`config.mk`:
```
export PLATFORM = sky130hd
export DESIGN_NAME = ahb_apb_req_arbiter
export DESIGN_NICKNAME = d
export VERILOG_FILES = /design/src/rtl/ahb_apb_req_arbiter.sv
export SDC_FILE = /design/constraint.sdc
export NUM_CORES = 1
export LEC_CHECK = 0
export CAP_MARGIN = 20
export CORE_ASPECT_RATIO = 0.8
export CORE_MARGIN = 2
export CORE_UTILIZATION = 40
export CTS_BUF_LIST = sky130_fd_sc_hd__clkbuf_4 sky130_fd_sc_hd__clkbuf_8
export DETAILED_ROUTE_END_ITERATION = 16
export GPL_TIMING_DRIVEN = 0
export PLACE_DENSITY = 0.82
export SLEW_MARGIN = 5
export SYNTH_ARGS = -nofsm -noshare
export SYNTH_HDL_FRONTEND = slang
export SYNTH_SLANG_ARGS = --single-unit
```
`constraint.sdc`:
```
create_clock -name HCLK -period 3.9 [get_ports HCLK]
set_clock_uncertainty 0.2 [all_clocks]
set_input_delay 0.39 -clock HCLK [delete_from_list [all_inputs] [get_ports HCLK]]
set_output_delay 0.39 -clock HCLK [all_outputs]
set_load 0.01 [all_outputs]
```
`src/rtl/ahb_apb_req_arbiter.sv`:
```
// Two-requester round-robin arbiter that turns single requests into one
// non-pipelined AHB-Lite transfer at a time towards an AHB-to-APB bridge.
module ahb_apb_req_arbiter #(
  parameter logic [6:0] HPROT_VAL   = 7'b0000011,
  parameter logic       HNONSEC_VAL = 1'b1
) (
  input  logic        HCLK,
  input  logic        HRESETn,
  input  logic        REQ0,
  input  logic        REQ1,
  input  logic [14:0] ADDR0,
  input  logic [14:0] ADDR1,
  input  logic        WRITE0,
  input  logic        WRITE1,
  input  logic [1:0]  SIZE0,
  input  logic [1:0]  SIZE1,
  input  logic [31:0] WDATA0,
  input  logic [31:0] WDATA1,
  output logic        ACK0,
  output logic        ACK1,
  output logic        ERR,
  output logic [31:0] RDATA,
  output logic [1:0]  GNT,
  output logic        HSEL,
  output logic [1:0]  HTRANS,
  output logic [14:0] HADDR,
  output logic [2:0]  HSIZE,
  output logic        HWRITE,
  output logic [31:0] HWDATA,
  output logic [6:0]  HPROT,
  output logic        HNONSEC,
  output logic        HREADY,
  input  logic        HREADYOUT,
  input  logic        HRESP,
  input  logic [31:0] HRDATA
);

  typedef enum logic [1:0] {
    IDLE = 2'd0,
    ADDR = 2'd1,
    DATA = 2'd2,
    RESP = 2'd3
  } state_t;

  state_t      state_q;
  logic [1:0]  gnt_q;
  logic        last_q;
  logic        ack0_q, ack1_q, err_q;
  logic [31:0] rdata_q;
  logic        hsel_q, hwrite_q;
  logic [1:0]  htrans_q;
  logic [14:0] haddr_q;
  logic [2:0]  hsize_q;
  logic [31:0] hwdata_q;

  logic        pick1_d;
  logic [14:0] sel_addr_d;
  logic [1:0]  sel_size_d;
  logic        sel_write_d;
  logic [31:0] sel_wdata_d;
  logic        sel_illegal_d;

  // Size/alignment combinations the bridge cannot carry are answered locally.
  function automatic logic is_illegal(input logic [1:0] size, input logic [1:0] lsb);
    return (size == 2'b11) || (size == 2'b01 && lsb[0]) || (size == 2'b10 && lsb != 2'b00);
  endfunction

  // last_q = 1 means requester 1 was granted last, so requester 0 wins a tie.
  always_comb begin
    pick1_d       = REQ1 && (!REQ0 || !last_q);
    sel_addr_d    = pick1_d ? ADDR1  : ADDR0;
    sel_size_d    = pick1_d ? SIZE1  : SIZE0;
    sel_write_d   = pick1_d ? WRITE1 : WRITE0;
    sel_wdata_d   = pick1_d ? WDATA1 : WDATA0;
    sel_illegal_d = is_illegal(sel_size_d, sel_addr_d[1:0]);
  end

  always_ff @(posedge HCLK or negedge HRESETn) begin
    if (!HRESETn) begin
      state_q  <= IDLE;
      gnt_q    <= 2'b00;
      last_q   <= 1'b1;
      ack0_q   <= 1'b0;
      ack1_q   <= 1'b0;
      err_q    <= 1'b0;
      rdata_q  <= 32'h0;
      hsel_q   <= 1'b0;
      htrans_q <= 2'b00;
      haddr_q  <= 15'h0;
      hsize_q  <= 3'b000;
      hwrite_q <= 1'b0;
      hwdata_q <= 32'h0;
    end else begin
      ack0_q   <= 1'b0;
      ack1_q   <= 1'b0;
      hsel_q   <= 1'b0;
      htrans_q <= 2'b00;
      case (state_q)
        IDLE: begin
          if (REQ0 || REQ1) begin
            gnt_q  <= pick1_d ? 2'b10 : 2'b01;
            last_q <= pick1_d;
            if (sel_illegal_d) begin
              err_q   <= 1'b1;
              rdata_q <= 32'h0;
              ack0_q  <= !pick1_d;
              ack1_q  <= pick1_d;
              state_q <= RESP;
            end else begin
              haddr_q  <= sel_addr_d;
              hsize_q  <= {1'b0, sel_size_d};
              hwrite_q <= sel_write_d;
              hwdata_q <= sel_wdata_d;
              hsel_q   <= 1'b1;
              htrans_q <= 2'b10;
              state_q  <= ADDR;
            end
          end
        end
        ADDR: state_q <= DATA;
        // A two-cycle error response is simply waited out via HREADYOUT.
        DATA: begin
          if (HREADYOUT) begin
            err_q   <= HRESP;
            rdata_q <= hwrite_q ? 32'h0 : HRDATA;
            ack0_q  <= gnt_q[0];
            ack1_q  <= gnt_q[1];
            state_q <= RESP;
          end
        end
        RESP: begin
          gnt_q   <= 2'b00;
          state_q <= IDLE;
        end
        default: state_q <= IDLE;
      endcase
    end
  end

  assign ACK0    = ack0_q;
  assign ACK1    = ack1_q;
  assign ERR     = err_q;
  assign RDATA   = rdata_q;
  assign GNT     = gnt_q;
  assign HSEL    = hsel_q;
  assign HTRANS  = htrans_q;
  assign HADDR   = haddr_q;
  assign HSIZE   = hsize_q;
  assign HWRITE  = hwrite_q;
  assign HWDATA  = hwdata_q;
  assign HPROT   = HPROT_VAL;
  assign HNONSEC = HNONSEC_VAL;
  assign HREADY  = HREADYOUT;

endmodule
```
==> results of run 1 <==
worst min-delay path by stage:
stage / endpoint / slack [ns] / cells after the start
2_1_floorplan: ACK0 / -0.11 / 0
3_3_place_gp: RDATA[22] / 0.28 / 1
3_5_place_dp: RDATA[14] / 0.16 / 1
4_1_cts: RDATA[14] / 0.30 / 2
5_1_grt: RDATA[0] / 0.31 / 1
6_report: RDATA[0] / 0.30 / 1
worst reg2reg max path, stage by stage (launching register included):
cell,delay [ns]
dfrtp_1,0.40
inv_1,0.09
ha_1,0.14
buf_2,0.18
o21ai_0,0.11
o221ai_1,0.53
nand3_2,0.25
buf_2,0.26
a32o_1,0.23
power breakdown:
group	internal, uW	switching, uW	total (uW)
combinational	1390	1210	2600
sequential	1410	269	1680
clock	314	333	646
metal layers:
| layer | vias to the layer above | GRT usage [%] | routed length [um] |
|---|---|---|---|
| met4 | 0 | 5.635 | 180 |
| met2 | 156 | 35.94 | 6283 |
| met1 | 1978 | 28.10 | 5486 |
| met3 | 16 | 6.573 | 1026 |
| li1 | 1936 | - | - |
| met5 | - | 0 | 0 |
stage by stage:
step	instances	setup WS, ns	area (sq um)	power (uW)
3_5_place_dp	782	1.029	6860	4302
6_report	799	1.392	7072	4923
3_3_place_gp	781	-0.9508	6835	4201
4_1_cts	799	1.380	7072	4963
2_1_floorplan	410	1.865	4383	2895
5_1_grt	799	1.155	7072	5247
kinds of logic (layout without fill, tap and decap cells):
family,count (synthesis),count (layout),synth area share [%]
AO/OA/AOI/OAI,102,102,17.19
AND/OR/NAND/NOR,101,101,11.21
adder cells (fa/ha/maj),3,3,0.8624
buffers and inverters,50,295,5.979
multiplexers,53,53,12.24
other,2,10,0.1725
flip-flops,91,91,52.34
cells in the final DEF (no fill, tap or decap), types with 2 or more instances in the layout:
master | synthesis | final
clkdlybuf4s50_1 | 0 | 226
dfrtp_1 | 90 | 90
nor2_1 | 56 | 56
a21oi_1 | 52 | 52
mux2i_1 | 51 | 51
and3_1 | 34 | 34
a32o_1 | 33 | 33
buf_2 | 16 | 16
clkbuf_1 | 15 | 15
buf_4 | 14 | 15
conb_1 | 2 | 10
clkbuf_8 | 0 | 10
inv_1 | 5 | 5
o22a_1 | 3 | 3
nand2_1 | 3 | 3
o21ai_0 | 3 | 3
a22o_1 | 3 | 3
ha_1 | 3 | 3
nor3_1 | 2 | 2
nand2b_1 | 2 | 2
mux2_2 | 2 | 2
clkinvlp_4 | 0 | 2
clkinv_2 | 0 | 2
timing repair:
action | in CTS | in global routing
hold endpoints to repair | 32 | 0
hold buffers | 1 | 0
gates resized for setup | 0 | 0
registers in the layout, indices dropped and copies added, names as in the netlist, 2 cells and up:
register and cells:
GNT 2, HSIZE 2, state_q 2, HWDATA 32, HADDR 15, RDATA 32
layout make-up:
| type | count | area share (%) |
|---|---|---|
| repair buffers | 229 | 32.63 |
| multi-input cells | 269 | 26.08 |
| clock buffers | 10 | 1.946 |
| well taps | 144 | 2.548 |
| inverters | 5 | 0.2654 |
| clock inverters | 6 | 0.9023 |
| plain buffers | 45 | 3.415 |
| flip-flops and latches | 91 | 32.22 |
==> impl_metrics.csv, run 1 <==
group,metric,value,unit
clock_tree,clkLatencyLatePin,0.35,ns
drt,dr.pass1.iters,5,
worst_setup_path,required,3.94,ns
sta,drv_slew,0,
grt,grt_max_degree,60,
power,powerDensity,696.1,nW/um^2
grt,grt-ovfl-total,0,
worst_setup_path,crit_chain,"clkdlybuf4s50_1, o21a_1, o22a_1, o32ai_4, buf_2, buf_4, a21oi_1",
drt,viasPerCell,5.114,
logic_synthesis,synth_top_area_share,51.74,%
floorplan,coreArea,10720,sq um
cells_and_area,antenna_cells,0,
logic_synthesis,syn_area_per_cell,10.83,sq um
worst_setup_path,r2r_start,"state_q[0]",
cells_and_area,fillCellCount,862,
worst_setup_path,crit_end,"HWDATA[17]",
floorplan,die_x,120.6,um
logic_synthesis,synth.most_common_cell,"dfrtp_1",
drt,routedWlPerCell,16.24,um
sta,hold_slack,0.2997,ns
sta,fin_crit,2.508,ns
floorplan,start_util,40.60,%
worst_setup_path,crit_buf_inv,3,
placement,io_buffer_count,227,
worst_setup_path,critPathTopFamily,"compound AO/OA/AOI/OAI gates",
drt,detail_route.wirelength,12980,um
sta,fmax,398.7,MHz
cells_and_area,syn_to_final_growth,62.46,%
cells_and_area,drive_gt1_share,8.550,%
worst_setup_path,path_class,"primary input to flip-flop",
clock_tree,cts_inserted_buffers,9,
floorplan,die_h,97.31,um
worst_setup_path,r2r_slack,1.40,ns
drt,routed-via-count,4086,
logic_synthesis,ys_ff_latch,91,
sta,fin_crit_sh,64.32,%
logic_synthesis,synth_cells,402,
worst_setup_path,startpoint_type,"primary input",
clock_tree,clockBufferDepth,2,
grt,antenna_found_initial,0,
logic_synthesis,netlist_area,4353,sq um
logic_synthesis,yosysWarnings,0,
clock_tree,cts.htree.levels,3,
worst_setup_path,cp-end-kind,"flip-flop",
cells_and_area,nets,791,
drt,drt.antenna.violating_nets,0,
min_path,hp-start,"RDATA[0]",
grt,grt_use_total,21.82,%
cells_and_area,post-route-util,65.97,%
floorplan,die_area,11740,sq um
worst_setup_path,crit_path_max_fanout,10,
drt,drt-initial-drc-count,176,
floorplan,ioPinCount,238,
outcome,status,"completed",
logic_synthesis,synthTopCellsByArea,"dfrtp_1, mux2i_1, a32o_1",
worst_setup_path,cp.depth,7,
worst_setup_path,slowest_delay,0.53,ns
logic_synthesis,yosys-top-cells-count,"dfrtp_1, nor2_1, a21oi_1",
worst_setup_path,crit_arrival,2.55,ns
worst_setup_path,rr_worst_depth,8,
sta,tightest_slew,0.6623,ns
worst_setup_path,r2r-end,"RDATA[6]",
placement,dpl.hpwl,9981,um
grt,grt_pass1_wl,20460,um
clock_tree,cts_tree,"done",
logic_synthesis,yosysSeqAreaShare,52.34,%
sta,grt_setup_unrepaired,"false",
logic_synthesis,synth_edf_count,0,
clock_tree,clkSinkCount,91,
grt,first_global_vias,4143,
drt,drc_errors,0,
worst_setup_path,cp-startpoint,"ADDR0[0]",
power,max-vdd-ir-drop,0.0004977,V
sta,relSlewSlack,55.85,%
cells_and_area,seqCellArea,2278,sq um
sta,tns,0,ns
job,drv_cap,0,
logic_synthesis,ys.flop_type,"dfrtp_1",
clock_tree,root_buffer,"clkbuf_8",
power,cellLeakagePower,0.003113,uW
placement,gp_congestion,0.7496,
clock_tree,post_cts_buffers,0,
logic_synthesis,synthArstFlopShare,100.0,%
sta,finalSetupViolCount,0,
floorplan,rows,34,
cells_and_area,multiInputGateArea,1844,sq um
logic_synthesis,synth_top_area_cell,"dfrtp_1",
sta,finalHoldViolCount,0,
logic_synthesis,ys_types,32,
min_path,hold_path_class,"flip-flop to flip-flop",
worst_setup_path,slowest_stage,"clkdlybuf4s50_1",
clock_tree,path_clk_slew,0.09,ns
Note: power is estimated with default switching activity, not from simulation.
==> run 2, diff against run 1 <==
- clock period: 3.9 -> 2.4 ns (I/O delays scaled with it)
==> impl_metrics.csv, run 2 (synthesis gave the netlist of run 1 again) <==
group,metric,value,unit
worst_setup_path,r2r_start,"state_q[0]",
sta,fin_crit,2.256,ns
drt,drt.antenna.violating_nets,0,
worst_setup_path,crit_buf_inv,4,
power,powerDensity,1133,nW/um^2
worst_setup_path,cp-startpoint,"REQ1",
cells_and_area,design_area,7126,sq um
sta,drv_slew,0,
grt,grt-ovfl-total,0,
drt,detail_route.wirelength,13040,um
job,drv_cap,0,
drt,routed-via-count,4122,
sta,fin_ws,0.1441,ns
power,p_int,5107,uW
clock_tree,cts_tree,"done",
grt,grt_use_total,21.83,%
sta,fin_crit_sh,93.99,%
cells_and_area,multiInputGateArea,1857,sq um
floorplan,coreArea,10720,sq um
placement,dpl.hpwl,9981,um
worst_setup_path,crit_path_max_fanout,10,
worst_setup_path,cp.depth,9,
placement,io_buffer_count,227,
clock_tree,cts.htree.levels,3,
power,pwr-share-clk,13.0,%
sta,fmax,443.3,MHz
placement,place_ws,-0.3213,ns
worst_setup_path,path_class,"primary input to flip-flop",
outcome,status,"completed",
worst_setup_path,slowest_delay,0.54,ns
cells_and_area,syn_to_final_growth,63.70,%
min_path,hold_path_class,"primary input to async pin",
floorplan,ioPinCount,238,
floorplan,die_h,97.31,um
floorplan,die_x,120.6,um
cells_and_area,post-route-util,66.47,%
grt,antenna_found_initial,0,
grt,grt_pass1_wl,20470,um
power,p_comb_share,53.2,%
placement,place_area,6860,sq um
floorplan,die_area,11740,sq um
clock_tree,clkLatencyLatePin,0.35,ns
worst_setup_path,rr_worst_depth,7,
floorplan,start_util,40.60,%
power,swShare,36.75,%
worst_setup_path,required,2.44,ns
clock_tree,root_buffer,"clkbuf_8",
worst_setup_path,startpoint_type,"primary input",
drt,dr.pass1.iters,4,
sta,grt_setup_unrepaired,"false",
drt,drt-initial-drc-count,228,
worst_setup_path,r2r_slack,0.15,ns
sta,hold_slack,0.1670,ns
worst_setup_path,crit_chain,"clkdlybuf4s50_1, a21boi_2, buf_4, nor3_1, o21ai_2, buf_4, nand3_2, buf_2, a32o_1",
grt,grt_max_degree,60,
sta,finalSetupViolCount,0,
worst_setup_path,critPathTopFamily,"buffers and inverters",
floorplan,rows,34,
grt,first_global_vias,4148,
cells_and_area,drive_gt1_share,10.47,%
clock_tree,clockBufferDepth,2,
sta,tns,0,ns
placement,gp_congestion,0.7496,
cells_and_area,seqCellArea,2278,sq um
power,max-vdd-ir-drop,0.0008061,V
power,cellLeakagePower,0.003157,uW
worst_setup_path,path_common_cell,"buf_4",
drt,routedWlPerCell,16.23,um
power,seqPwrFrac,33.8,%
worst_setup_path,cp-end-kind,"flip-flop",
clock_tree,cts_inserted_buffers,9,
cells_and_area,antenna_cells,0,
worst_setup_path,crit_arrival,2.29,ns
sta,finalHoldViolCount,0,
worst_setup_path,r2r-end,"RDATA[6]",
drt,viasPerCell,5.133,
worst_setup_path,slowest_stage,"clkdlybuf4s50_1",
clock_tree,path_clk_slew,0.09,ns
cells_and_area,final_common_cell,"clkdlybuf4s50_1",
cells_and_area,nets,795,
cells_and_area,fillCellCount,851,
power,switchingPower,2967,uW
cells_and_area,final_cell_mix,"clkdlybuf4s50_1, dfrtp_1, nor2_1, a21oi_1, mux2i_1",
drt,drc_errors,0,
clock_tree,clkSinkCount,91,
run 2: worst max path at each step:
| stage | slack (ns) | to |
|---|---|---|
| 4_1_cts | 0.06 | HWDATA[16] |
| 3_3_place_gp | -2.30 | HTRANS[1] |
| 5_1_grt | 0.001 | RDATA[5] |
| 6_report | 0.14 | RDATA[6] |
| 3_5_place_dp | -0.32 | HWDATA[16] |
| 2_1_floorplan | 0.37 | RDATA[10] |
run 2: power groups by stage:
stage | Clock, uW | Sequential (uW) | Combinational [uW]
6_report | 1050 | 2730 | 4290
2_1_floorplan | 0 | 3050 | 1650
3_3_place_gp | 0 | 2720 | 4110
4_1_cts | 1080 | 2730 | 4270
5_1_grt | 1140 | 2830 | 4620
3_5_place_dp | 0 | 2760 | 4240
run 2: cell type report:
class                   instances  area share (%)
flip-flops and latches         91           31.98
clock inverters                 6          0.8955
multi-input cells             269           26.06
well taps                     144           2.529
clock buffers                  10           1.932
repair buffers                234           32.91
plain buffers                  44           3.442
inverters                       5          0.2634
run 2: through the flow:
stage / power, uW / std cells
2_1_floorplan: 4704 / 410
3_3_place_gp: 6827 / 781
3_5_place_dp: 6991 / 782
4_1_cts: 8085 / 799
5_1_grt: 8594 / 803
6_report: 8073 / 803
run 2: what timing repair did:
item                                    CTS  global route
endpoints found under the setup margin   31            71
hold buffers                              1             0
pin swaps                                 0             3
endpoints found under the hold margin    32             0
buffers inserted                          0             5
gates resized for setup                   2            12
run 2: metal layers:
metal | vias up | share of wire [%] | track usage (%)
li1 | 1948 | - | -
met4 | 0 | 1.3 | 5.635
met3 | 14 | 7.9 | 6.573
met1 | 1996 | 42 | 28.10
met2 | 164 | 48 | 35.98
met5 | - | 0 | 0
